--- src/rtl/epp_reg_arbiter_if.sv ---
// Request/ack bundle for the shared register-file port: one EPP requester,
// two fabric requesters and the arbiter busy flag.
interface epp_reg_arbiter_if #(
  parameter int ADDR_W = 2,
  parameter int DATA_W = 8
);
  logic              epp_req;
  logic              epp_we;
  logic [ADDR_W-1:0] epp_addr;
  logic [DATA_W-1:0] epp_wdata;
  logic              epp_ack;
  logic [DATA_W-1:0] epp_rdata;

  logic              f0_req;
  logic              f0_we;
  logic [ADDR_W-1:0] f0_addr;
  logic [DATA_W-1:0] f0_wdata;
  logic              f0_ack;
  logic [DATA_W-1:0] f0_rdata;

  logic              f1_req;
  logic              f1_we;
  logic [ADDR_W-1:0] f1_addr;
  logic [DATA_W-1:0] f1_wdata;
  logic              f1_ack;
  logic [DATA_W-1:0] f1_rdata;

  logic              busy;

  modport master (
    output epp_req, epp_we, epp_addr, epp_wdata,
    output f0_req, f0_we, f0_addr, f0_wdata,
    output f1_req, f1_we, f1_addr, f1_wdata,
    input  epp_ack, epp_rdata, f0_ack, f0_rdata, f1_ack, f1_rdata, busy
  );

  modport slave (
    input  epp_req, epp_we, epp_addr, epp_wdata,
    input  f0_req, f0_we, f0_addr, f0_wdata,
    input  f1_req, f1_we, f1_addr, f1_wdata,
    output epp_ack, epp_rdata, f0_ack, f0_rdata, f1_ack, f1_rdata, busy
  );
endinterface

--- src/rtl/epp_reg_arbiter.sv ---
// Small register file shared by the EPP engine (priority, burst-limited) and
// two round-robin fabric masters through an IDLE -> ACCESS -> ACK sequence.
module epp_reg_arbiter #(
  parameter int ADDR_W        = 2,
  parameter int DATA_W        = 8,
  parameter int EPP_BURST_MAX = 4
) (
  input logic               clk,
  input logic               rst,
  epp_reg_arbiter_if.slave  bus
);
  localparam int         NREG      = 2 ** ADDR_W;
  localparam logic [3:0] BURST_MAX = 4'(EPP_BURST_MAX);

  typedef enum logic [1:0] {S_IDLE, S_ACCESS, S_ACK} state_t;
  typedef enum logic [1:0] {W_EPP, W_F0, W_F1, W_NONE} win_t;

  state_t            state, state_nxt;
  win_t              win_sel, win_p0;
  logic              we_sel, we_p0;
  logic [ADDR_W-1:0] addr_sel, addr_p0;
  logic [DATA_W-1:0] wdata_sel, wdata_p0;
  logic [3:0]        cnt;
  logic              last_fab;
  logic              fab_pend;
  logic [DATA_W-1:0] rf [NREG];
  logic [DATA_W-1:0] epp_rdata_q, f0_rdata_q, f1_rdata_q;

  function automatic logic [3:0] cnt_sat_inc(input logic [3:0] c);
    return (c >= BURST_MAX) ? BURST_MAX : c + 4'd1;
  endfunction

  // Arbitration: EPP first unless the fabric has waited a full burst.
  always_comb begin
    fab_pend  = bus.f0_req | bus.f1_req;
    win_sel   = W_NONE;
    we_sel    = bus.epp_we;
    addr_sel  = bus.epp_addr;
    wdata_sel = bus.epp_wdata;
    if (bus.epp_req && !(fab_pend && cnt == BURST_MAX)) begin
      win_sel = W_EPP;
    end else if (bus.f0_req && (!bus.f1_req || last_fab)) begin
      win_sel   = W_F0;
      we_sel    = bus.f0_we;
      addr_sel  = bus.f0_addr;
      wdata_sel = bus.f0_wdata;
    end else if (bus.f1_req) begin
      win_sel   = W_F1;
      we_sel    = bus.f1_we;
      addr_sel  = bus.f1_addr;
      wdata_sel = bus.f1_wdata;
    end
  end

  always_comb begin
    state_nxt = state;
    case (state)
      S_IDLE:   if (win_sel != W_NONE) state_nxt = S_ACCESS;
      S_ACCESS: state_nxt = S_ACK;
      S_ACK:    state_nxt = S_IDLE;
      default:  state_nxt = S_IDLE;
    endcase
  end

  always_ff @(posedge clk or posedge rst) begin
    if (rst) begin
      state    <= S_IDLE;
      win_p0   <= W_NONE;
      cnt      <= 4'd0;
      last_fab <= 1'b1;
    end else begin
      state <= state_nxt;
      if (state == S_IDLE && win_sel != W_NONE) begin
        win_p0 <= win_sel;
        if (win_sel == W_EPP) begin
          cnt <= fab_pend ? cnt_sat_inc(cnt) : 4'd0;
        end else begin
          cnt      <= 4'd0;
          last_fab <= (win_sel == W_F1);
        end
      end
    end
  end

  // Request capture stage: fields frozen for the rest of the transaction.
  always_ff @(posedge clk) begin
    if (state == S_IDLE && win_sel != W_NONE) begin
      we_p0    <= we_sel;
      addr_p0  <= addr_sel;
      wdata_p0 <= wdata_sel;
    end
  end

  // Access stage: commit write or capture read into the winner's rdata.
  always_ff @(posedge clk or posedge rst) begin
    if (rst) begin
      for (int i = 0; i < NREG; i++) rf[i] <= '0;
      epp_rdata_q <= '0;
      f0_rdata_q  <= '0;
      f1_rdata_q  <= '0;
    end else if (state == S_ACCESS) begin
      if (we_p0) begin
        rf[addr_p0] <= wdata_p0;
      end else if (win_p0 == W_EPP) begin
        epp_rdata_q <= rf[addr_p0];
      end else if (win_p0 == W_F0) begin
        f0_rdata_q <= rf[addr_p0];
      end else if (win_p0 == W_F1) begin
        f1_rdata_q <= rf[addr_p0];
      end
    end
  end

  assign bus.epp_ack   = (state == S_ACK) && (win_p0 == W_EPP);
  assign bus.f0_ack    = (state == S_ACK) && (win_p0 == W_F0);
  assign bus.f1_ack    = (state == S_ACK) && (win_p0 == W_F1);
  assign bus.epp_rdata = epp_rdata_q;
  assign bus.f0_rdata  = f0_rdata_q;
  assign bus.f1_rdata  = f1_rdata_q;
  assign bus.busy      = (state != S_IDLE);
endmodule

--- src/flat_wrapper.sv ---
// flat-port wrapper written by rule: the top's interface ports become plain ports
module epp_reg_arbiter_flat 
#(
  parameter int ADDR_W        = 2,
  parameter int DATA_W        = 8,
  parameter int EPP_BURST_MAX = 4
)
  (clk, rst, bus_epp_req, bus_epp_we, bus_epp_addr, bus_epp_wdata, bus_f0_req, bus_f0_we, bus_f0_addr, bus_f0_wdata, bus_f1_req, bus_f1_we, bus_f1_addr, bus_f1_wdata, bus_epp_ack, bus_epp_rdata, bus_f0_ack, bus_f0_rdata, bus_f1_ack, bus_f1_rdata, bus_busy);
  epp_reg_arbiter_if #(.ADDR_W(ADDR_W), .DATA_W(DATA_W)) bus_i ();
  input logic clk;
  input logic rst;
  input wire logic [$bits(bus_i.epp_req)-1:0] bus_epp_req;
  input wire logic [$bits(bus_i.epp_we)-1:0] bus_epp_we;
  input wire logic [$bits(bus_i.epp_addr)-1:0] bus_epp_addr;
  input wire logic [$bits(bus_i.epp_wdata)-1:0] bus_epp_wdata;
  input wire logic [$bits(bus_i.f0_req)-1:0] bus_f0_req;
  input wire logic [$bits(bus_i.f0_we)-1:0] bus_f0_we;
  input wire logic [$bits(bus_i.f0_addr)-1:0] bus_f0_addr;
  input wire logic [$bits(bus_i.f0_wdata)-1:0] bus_f0_wdata;
  input wire logic [$bits(bus_i.f1_req)-1:0] bus_f1_req;
  input wire logic [$bits(bus_i.f1_we)-1:0] bus_f1_we;
  input wire logic [$bits(bus_i.f1_addr)-1:0] bus_f1_addr;
  input wire logic [$bits(bus_i.f1_wdata)-1:0] bus_f1_wdata;
  output wire logic [$bits(bus_i.epp_ack)-1:0] bus_epp_ack;
  output wire logic [$bits(bus_i.epp_rdata)-1:0] bus_epp_rdata;
  output wire logic [$bits(bus_i.f0_ack)-1:0] bus_f0_ack;
  output wire logic [$bits(bus_i.f0_rdata)-1:0] bus_f0_rdata;
  output wire logic [$bits(bus_i.f1_ack)-1:0] bus_f1_ack;
  output wire logic [$bits(bus_i.f1_rdata)-1:0] bus_f1_rdata;
  output wire logic [$bits(bus_i.busy)-1:0] bus_busy;
  assign bus_i.epp_req = bus_epp_req;
  assign bus_i.epp_we = bus_epp_we;
  assign bus_i.epp_addr = bus_epp_addr;
  assign bus_i.epp_wdata = bus_epp_wdata;
  assign bus_i.f0_req = bus_f0_req;
  assign bus_i.f0_we = bus_f0_we;
  assign bus_i.f0_addr = bus_f0_addr;
  assign bus_i.f0_wdata = bus_f0_wdata;
  assign bus_i.f1_req = bus_f1_req;
  assign bus_i.f1_we = bus_f1_we;
  assign bus_i.f1_addr = bus_f1_addr;
  assign bus_i.f1_wdata = bus_f1_wdata;
  assign bus_epp_ack = bus_i.epp_ack;
  assign bus_epp_rdata = bus_i.epp_rdata;
  assign bus_f0_ack = bus_i.f0_ack;
  assign bus_f0_rdata = bus_i.f0_rdata;
  assign bus_f1_ack = bus_i.f1_ack;
  assign bus_f1_rdata = bus_i.f1_rdata;
  assign bus_busy = bus_i.busy;
  epp_reg_arbiter #(.ADDR_W(ADDR_W), .DATA_W(DATA_W), .EPP_BURST_MAX(EPP_BURST_MAX)) u_core (.clk(clk), .rst(rst), .bus(bus_i));
endmodule
--- config.mk ---
export PLATFORM = sky130hd
export DESIGN_NAME = epp_reg_arbiter_flat
export DESIGN_NICKNAME = d
export VERILOG_FILES = /design/src/rtl/epp_reg_arbiter_if.sv /design/src/rtl/epp_reg_arbiter.sv /design/src/flat_wrapper.sv
export SDC_FILE = /design/constraint.sdc
export NUM_CORES = 1
export LEC_CHECK = 0
export ABC_CLOCK_PERIOD_IN_PS = 2600
export CAP_MARGIN = 20
export CORE_MARGIN = 2
export CORE_UTILIZATION = 52
export DETAILED_ROUTE_END_ITERATION = 7
export PLACE_DENSITY = 0.77
export SETUP_SLACK_MARGIN = 0.1
export SLEW_MARGIN = 0
export SYNTH_ARGS = -nofsm -noshare
export SYNTH_HDL_FRONTEND = slang
export SYNTH_SLANG_ARGS = --single-unit
--- constraint.sdc ---
create_clock -name clk -period 2.6 [get_ports clk]
set_input_delay 0.52 -clock clk [delete_from_list [all_inputs] [get_ports clk]]
set_output_delay 0.52 -clock clk [all_outputs]
set_load 0.02 [all_outputs]
# Yosys cells after proc, flatten, opt, wreduce, memory -nomap -nowiden
# Index checks and enable logic that the tools add are counted.
# classes
n_mul	0
shift	0
div	0
mux	23
bitwise_logic	6
reduce_logical	20
n_addsub	1
n_eq_ne	8
magnitude_cmp	3
# ops
op	n
2-to-1 mux 8 bit	6
bitwise mux 32 bit	1
binary-select mux 8 bit (select 2 bit)	1
demux 8 bit (select 2 bit)	1
2-to-1 mux 2 bit	6
2-to-1 mux 4 bit	3
logical AND 1 bit	8
equality test 2 bit (second input constant)	3
logical NOT 2 bit	3
AND reduction 5 bit	1
adder 4 x 1 -> 4 bit (second input constant)	1
equality test 2 x 1 -> 1 bit (second input constant)	2
equality test 4 x 3 -> 1 bit (second input constant)	1
>= comparator 4 x 3 -> 1 bit (second input constant)	1
2-to-1 mux 1 bit	4
inverter 1 bit	4
case mux 2 bit (2 select lines)	1
AND reduction 2 bit	2
AND reduction 4 bit	1
>= comparator 3 bit (second input constant)	1
less-than comparator 3 x 1 -> 1 bit (second input constant)	1
inverter 2 -> 3 bit	1
AND reduction 3 bit	1
logical NOT 1 bit	2
5 further kinds	5
# word_totals
mem_bits_ro	0
in_bits	38
word_cells	75
n_memories	0
out_inout_bits	28
ram_bits	0
ff_bits	76
latch_bits	0

# Longest topological paths before layout
# Gate-level depths: netlist (run 1).
# depth
ltp_word	8
depth_mapped	6
mapped_depth_nobuf	5

# Worst setup path before layout (run 1)
# Ideal clock, no wire load.
# synth_path
kind	register -> output
start	reg u_core.state[0]
end	out bus_epp_ack
path_slack_ps	905
path_stages_with_launch	2
required_time_ps	2080
path_buffers	0
arrival_ps	1175
path_cell_list	dfrtp_1 nor4b_1
# synth_between
elab_chain_cells	2
# synth_lines
item	line	source
from (decl)	epp_reg_arbiter.sv:18	state_t state, state_nxt;
from (signal assigned)	epp_reg_arbiter.sv:72	state <= state_nxt;
equality test 2 bit	epp_reg_arbiter.sv:114	assign bus.epp_ack = (state == S_ACK) && (win_p0 == W_EPP);
logical AND 1 bit	epp_reg_arbiter.sv:114	
to (decl)	flat_wrapper.sv:24	output wire logic [$bits(bus_i.epp_ack)-1:0] bus_epp_ack;
# No other way between the ends.

# Worst setup path after layout (run 1)
# layout_path
start	reg u_core.win_p0[0]
end	out bus_f0_ack
# layout_between
elab_chain_cells	2
# layout_lines
item	line	source
from (decl)	epp_reg_arbiter.sv:19	win_t win_sel, win_p0;
from (signal assigned)	epp_reg_arbiter.sv:74	win_p0 <= win_sel;
equality test 2 x 1 -> 1 bit	epp_reg_arbiter.sv:115	assign bus.f0_ack = (state == S_ACK) && (win_p0 == W_F0);
logical AND 1 bit	epp_reg_arbiter.sv:115	
to (decl)	flat_wrapper.sv:26	output wire logic [$bits(bus_i.f0_ack)-1:0] bus_f0_ack;
# No other way between the ends.

==> out/results.txt, run 1 <==
Residual DRC - 0
H-tree depth - 3
Clock Pin Slew Worst Setup and Hold Paths - 0.07 ns
warnings from Yosys - 0
Post-Route WL - 6.131 mm
worst slew pin tran - 0.7601 ns
Area contributors post-synth - dfrtp_1 (45%), mux2_2 (18%), edfxtp_1 (9.7%)
LEAKAGE - 1.806 nW
multiplexer share of the synthesized area - 23.72%
Post-Syn Instances - 227
Mapped Area - 0.003418 mm²
Seq/Total Area, Yosys - 57.36%
final number of setup-violating endpoints - 0
post-synthesis cell type count - 42
Slew headroom - 49.33%
IO buf count - 65
synth-to-layout area growth - 26.94%
pwr dens - 1168 mW/mm²
post-DR wirelength/cell - 16.31 µm
tightest hold margin - 0.5057 ns
initial antenna violation count - 0
Synth Area in Adders - 0.7321%
Max clock buf depth - 2
GRT Total Usage - 18.63%
effective utilization at floorplan - 53.83%
Worst Skew - 0.006159 ns
Data arrival, critical path - 1.75 ns
crit path time final - 2.267 ns
Core Region - 0.006350 mm²
clock latency at the later pin of the worst-skew pair - 0.35 ns
Max VDD drop - 0.7665 mV
Rows - 29
placed cell count - 360
Worst Setup Start Kind - flop
CTS root buffer - clkbuf_8
CTS Buf Count - 9
Setup TNS - 0 ns
antenna viol nets, final - 0
first-pass GRT wire length - 10.36 mm
die width - 85.08 µm
Setup CP Type - flop to primary output
RSZ-0062 raised after global routing - no
flop and latch count out of synthesis - 76
Power, Total - 5.066 mW
Final Net Count - 334
RD Place Congestion - 0.8558
Compound-Gate Fraction of Synth Area - 8.602%
Worst R2R Path Depth - 2
CP Max Fanout - 6
routed vias/inst - 5.673
largest net degree at the start of global routing - 46
clk sinks - 76
post-synth top area share - 45.39%
Crit. End Element - primary output
highest clock rate - 0.4412 GHz
vias in the first global route - 2,107
CTS tree - yes
Post-Place Setup Slack - 0.3451 ns
DP HPWL - 4.480 mm
syn nets - 267
# Post-CTS Setup Buffers - 0
Tcrit/Tclk final - 87.18%
Non-Filler Instances - 376
worst hold path type - input port to asynchronous set/reset pin
drt pass-1 iters - 4
status - finished clean
die footprint - 0.007238 mm²
Pins Over Slew Limit - 0
ANT cells - 0
share of layout cells above drive strength 1 - 31.77%
Filler cells - 446
reg2reg end - u_core.rf[27]
initial DRC count - 130
WP data required - 2.08 ns
Synth Area in XOR/XNOR - 0%
largest family of logic cells by synthesized area - multiplexers
final worst slack - 0.3334 ns
r2r setup slk - 0.72 ns
DR vias - 2,133
post-synthesis simple-gate area fraction - 6.296%
Ports - 66
max-cap violations - 0
Avg Inst Size Synth - 15.06 µm²
GRT Residual Overflow - 0
final hold violations - 0
chip height - 85.08 µm
area leader, netlist - dfrtp_1
RR Startpoint - u_core.addr_p0[1]
## per-stage QoR
stage          util, %  instance area, µm²
2_1_floorplan        -                3418
3_3_place_gp     64.91                4121
3_5_place_dp     64.91                4121
4_1_cts          68.30                4337
5_1_grt          68.34                4339
6_report         68.34                4339
## worst max-delay path by stage
stage	from	end	slack (ns)	cells past startpoint
floorplan	rst	u_core.bus.epp_rdata[0]	0.46	1
global placement	bus_f0_req	u_core.wdata_p0[3]	0.40	4
detailed placement	bus_f0_req	u_core.wdata_p0[5]	0.35	4
CTS	u_core.state[0]	bus_busy	0.23	3
global route	u_core.state[0]	bus_busy	0.26	3
finish	u_core.win_p0[0]	bus_f0_ack	0.33	2
## cell usage after synthesis, drive strengths merged
cell type,number
o32ai,11
dfstp,3
nand4b,1
o2bb2a,1
dfrtp,62
o21ai,5
inv,9
or2,1
mux4,8
a2bb2oi,11
o2111ai,1
and3b,1
mux2,56
a22o,2
o221a,1
nor4,1
nor2,5
nor3,2
edfxtp,11
a21bo,1
nand4,3
nand3,1
and2,1
nor2b,3
a21oi,1
clkbuf,4
nand2,2
o22ai,1
ha,2
nor4b,1
nand3b,1
o211ai,1
and4bb,3
and4b,1
and3,1
buf,8
## critical path, stage by stage, from the launching register on
cell             delay (ns)
dfstp_2                0.58
and4bb_2               0.23
clkdlybuf4s50_1        0.59
## routing by layer
layer	wire length [µm]	vias to the layer above	track usage, %
met5	0	-	0
met1	2816	1041	25.16
li1	-	1014	-
met2	2906	67	28.48
met3	296	11	4.767
met4	112	0	8.658
## power by group
part           switching (mW)  total, mW  internal (mW)
Clock                   0.417      0.953          0.536
Sequential              0.388       2.19           1.81
Combinational           0.820       1.92           1.10
Total                    1.62       5.07           3.44
## flip-flops by register name, indices dropped and copies added (netlist names)
| name | cells |
|---|---|
| u_core.cnt | 4 |
| u_core.addr_p0 | 2 |
| u_core.last_fab | 1 |
| u_core.state | 2 |
| u_core.we_p0 | 1 |
| u_core.bus.f1_rdata | 8 |
| u_core.bus.f0_rdata | 8 |
| u_core.win_p0 | 2 |
| u_core.rf | 32 |
| u_core.bus.epp_rdata | 8 |
| u_core.wdata_p0 | 8 |
## cells by family (layout without fill, tap and decap cells)
group                      after synthesis  after routing
and+or+nand+nor                         28             28
AOI/OAI and AO/OA                       36             36
adders and majority gates                2              2
buffers and inverters                   21             93
DFF                                     76             76
muxes                                   64             64
## placed cells by master (no fill, tap or decap), types with 2 or more instances in the layout
cell,netlist,final
clkdlybuf4s50_1,0,65
dfrtp_1,62,62
mux2_2,56,56
a2bb2oi_1,11,11
o32ai_1,11,11
edfxtp_1,11,11
clkbuf_8,0,9
mux4_2,8,8
inv_1,8,7
nor2_1,5,4
o21ai_0,4,4
nor2b_1,3,3
clkinv_2,0,3
dfstp_2,3,3
inv_2,1,2
nor3_1,2,2
nand2_1,2,2
nand4_1,2,2
a22o_1,2,2
and4bb_2,2,2
ha_1,2,2
bufinv_16,0,2
buf_4,0,2
## area by class of cell
class                      instances  area (µm²)  share of cell area, %
clock buffer                       9       123.9                  2.855
clock inverter                     7       91.34                  2.105
inverter                           9       33.78                 0.7785
multi-input combinational        130        1348                  31.06
sequential                        76        1961                  45.18
tap                               77       96.34                  2.220
timing repair buffer              68       685.7                  15.80
## what timing repair did
action	in CTS	in global routing
endpoints found under the setup margin	0	1
hold buffers	0	0
resized for setup	0	1
No activity file was read; power rests on OpenSTA's default activity.
==> run 2: changes to the inputs <==
--- a/config.mk
+++ b/config.mk
@@ -6,12 +6,11 @@
 export NUM_CORES = 1
 export LEC_CHECK = 0
 export ABC_CLOCK_PERIOD_IN_PS = 2600
-export CAP_MARGIN = 20
 export CORE_MARGIN = 2
 export CORE_UTILIZATION = 52
 export DETAILED_ROUTE_END_ITERATION = 7
 export PLACE_DENSITY = 0.77
-export SETUP_SLACK_MARGIN = 0.1
+export SETUP_SLACK_MARGIN = 0.05
 export SLEW_MARGIN = 0
 export SYNTH_ARGS = -nofsm -noshare
 export SYNTH_HDL_FRONTEND = slang
==> out/results.txt, run 2 (same netlist as run 1, synthesis figures left out) <==
worst slew pin tran - 0.7586 ns (-0.001562 ns)
CTS tree - yes
final worst slack - 0.2045 ns (-0.1289 ns)
pwr dens - 1167 mW/mm² (about the same)
Comb pwr share - 37.9% (about the same)
clock latency at the later pin of the worst-skew pair - 0.34 ns (about the same)
Worst R2R Path Depth - 2 (unchanged)
Max VDD drop - 0.7659 mV (about the same)
Post-Route WL - 6.132 mm (about the same)
largest net degree at the start of global routing - 46 (unchanged)
post-route design area - 0.004337 mm² (about the same)
Power, Total - 5.062 mW (about the same)
routed vias/inst - 5.646 (-0.47%)
die footprint - 0.007238 mm² (unchanged)
LEAKAGE - 1.806 nW (about the same)
WP data required - 2.08 ns (about the same)
die width - 85.08 µm (unchanged)
DP HPWL - 4.480 mm (unchanged)
status - finished clean
Rows - 29 (unchanged)
initial DRC count - 121 (-6.9%)
Finished Core Util - 68.30% (about the same)
CP Launch Point - u_core.state[0]
max-cap violations - 0 (unchanged)
CP Max Fanout - 7 (+1)
highest clock rate - 0.4175 GHz (-5.4%)
drt pass-1 iters - 4 (unchanged)
share of layout cells above drive strength 1 - 31.44% (-0.33 points)
Crit. End Element - primary output
Post-Place Setup Slack - 0.3451 ns (unchanged)
crit path time final - 2.395 ns (+0.1289 ns)
synth-to-layout area growth - 26.87% (about the same)
Worst Skew - 0.005773 ns (-0.0003866 ns)
chip height - 85.08 µm (unchanged)
sequential share of power - 43.3% (about the same)
cts-stage hold buffer count - 0 (unchanged)
clk sinks - 76 (unchanged)
placed cell count - 360 (unchanged)
Clock Pin Slew Worst Setup and Hold Paths - 0.07 ns (about the same)
Non-Filler Instances - 376 (unchanged)
RD Place Congestion - 0.8558 (unchanged)
Tcrit/Tclk final - 92.13% (+5.0 points)
r2r setup slk - 0.72 ns (about the same)
CTS root buffer - clkbuf_8
post-DR wirelength/cell - 16.31 µm (about the same)
RSZ-0062 raised after global routing - no
Core Region - 0.006350 mm² (unchanged)
H-tree depth - 3 (unchanged)
ANT cells - 0 (unchanged)
Data arrival, critical path - 1.88 ns (+0.13 ns)
# Post-CTS Setup Buffers - 0 (unchanged)
Net Sw Power - 1.623 mW (-0.12%)
antenna viol nets, final - 0 (unchanged)
max FFs per register - 32 (unchanged)
Ports - 66 (unchanged)
Filler cells - 445 (-0.22%)
worst hold path type - input port to asynchronous set/reset pin
placed inst area - 0.004121 mm² (unchanged)
Residual DRC - 0 (unchanged)
CTS Buf Count - 9 (unchanged)
post_cts resized - 0 (unchanged)
most common cell after layout, fill and taps aside - clkdlybuf4s50_1
Worst Setup Start Kind - flop
tightest hold margin - 0.5057 ns (unchanged)
Final Net Count - 334 (unchanged)
initial antenna violation count - 0 (unchanged)
Clk pwr share - 18.8% (about the same)
GRT Total Usage - 18.63% (unchanged)
Setup TNS - 0 ns (unchanged)
DR vias - 2,123 (-0.47%)
leading cell types in the layout, fill and taps excluded - clkdlybuf4s50_1 (65), dfrtp_1 (62), mux2_2 (56)
Sw Share - 32.06% (about the same)
final hold violations - 0 (unchanged)
Setup CP Type - flop to primary output
GRT Residual Overflow - 0 (unchanged)
effective utilization at floorplan - 53.83% (unchanged)
Pint - 3.439 mW (about the same)
IO buf count - 65 (unchanged)
Slew headroom - 49.43% (+0.10 points)
RR Startpoint - u_core.addr_p0[1]
vias in the first global route - 2,107 (unchanged)
reg2reg end - u_core.rf[27]
Pins Over Slew Limit - 0 (unchanged)
final number of setup-violating endpoints - 0 (unchanged)
first-pass GRT wire length - 10.36 mm (unchanged)
Max clock buf depth - 2 (unchanged)
Largest Register - u_core.rf
-- run 2: worst max path at each step --
stage | endpoint | slack, ns | cells past startpoint
after global routing | bus_busy | 0.1 | 3
final | bus_busy | 0.20 | 3
after floorplan | u_core.bus.epp_rdata[0] | 0.46 | 1
after detailed placement | u_core.wdata_p0[5] | 0.35 | 4
after CTS | bus_busy | 0.23 | 3
after global placement | u_core.wdata_p0[3] | 0.40 | 4
-- run 2: routing by layer --
metal / vias up / global-route usage [%] / wire length (µm)
met5: - / 0 / 0
met4: 0 / 8.658 / 112
met3: 11 / 4.767 / 295
met2: 64 / 28.48 / 2890
met1: 1034 / 25.16 / 2834
li1: 1014 / - / -
-- run 2: power by group through the flow --
stage / registers [mW] / logic (mW) / clock network (mW)
2_1_floorplan: 2.30 / 1.12 / 0
3_3_place_gp: 2.19 / 1.88 / 0
3_5_place_dp: 2.22 / 1.94 / 0
4_1_cts: 2.20 / 1.94 / 0.974
5_1_grt: 2.28 / 2.06 / 1.03
6_report: 2.19 / 1.92 / 0.952
-- run 2: critical path, cell delays in order, from the launching register on --
cell and delay (ns):
dfrtp_1 0.43, nor2_1 0.43, inv_2 0.11, clkdlybuf4s50_1 0.56
-- run 2: cell type report --
cell class / count / area, µm² / share of cell area, %
repair buffers: 68 / 685.7 / 15.81
clock buffers: 9 / 123.9 / 2.856
well taps: 77 / 96.34 / 2.222
inverters: 9 / 33.78 / 0.7790
flip-flops and latches: 76 / 1961 / 45.21
clock inverters: 7 / 91.34 / 2.106
multi-input cells: 130 / 1345 / 31.02
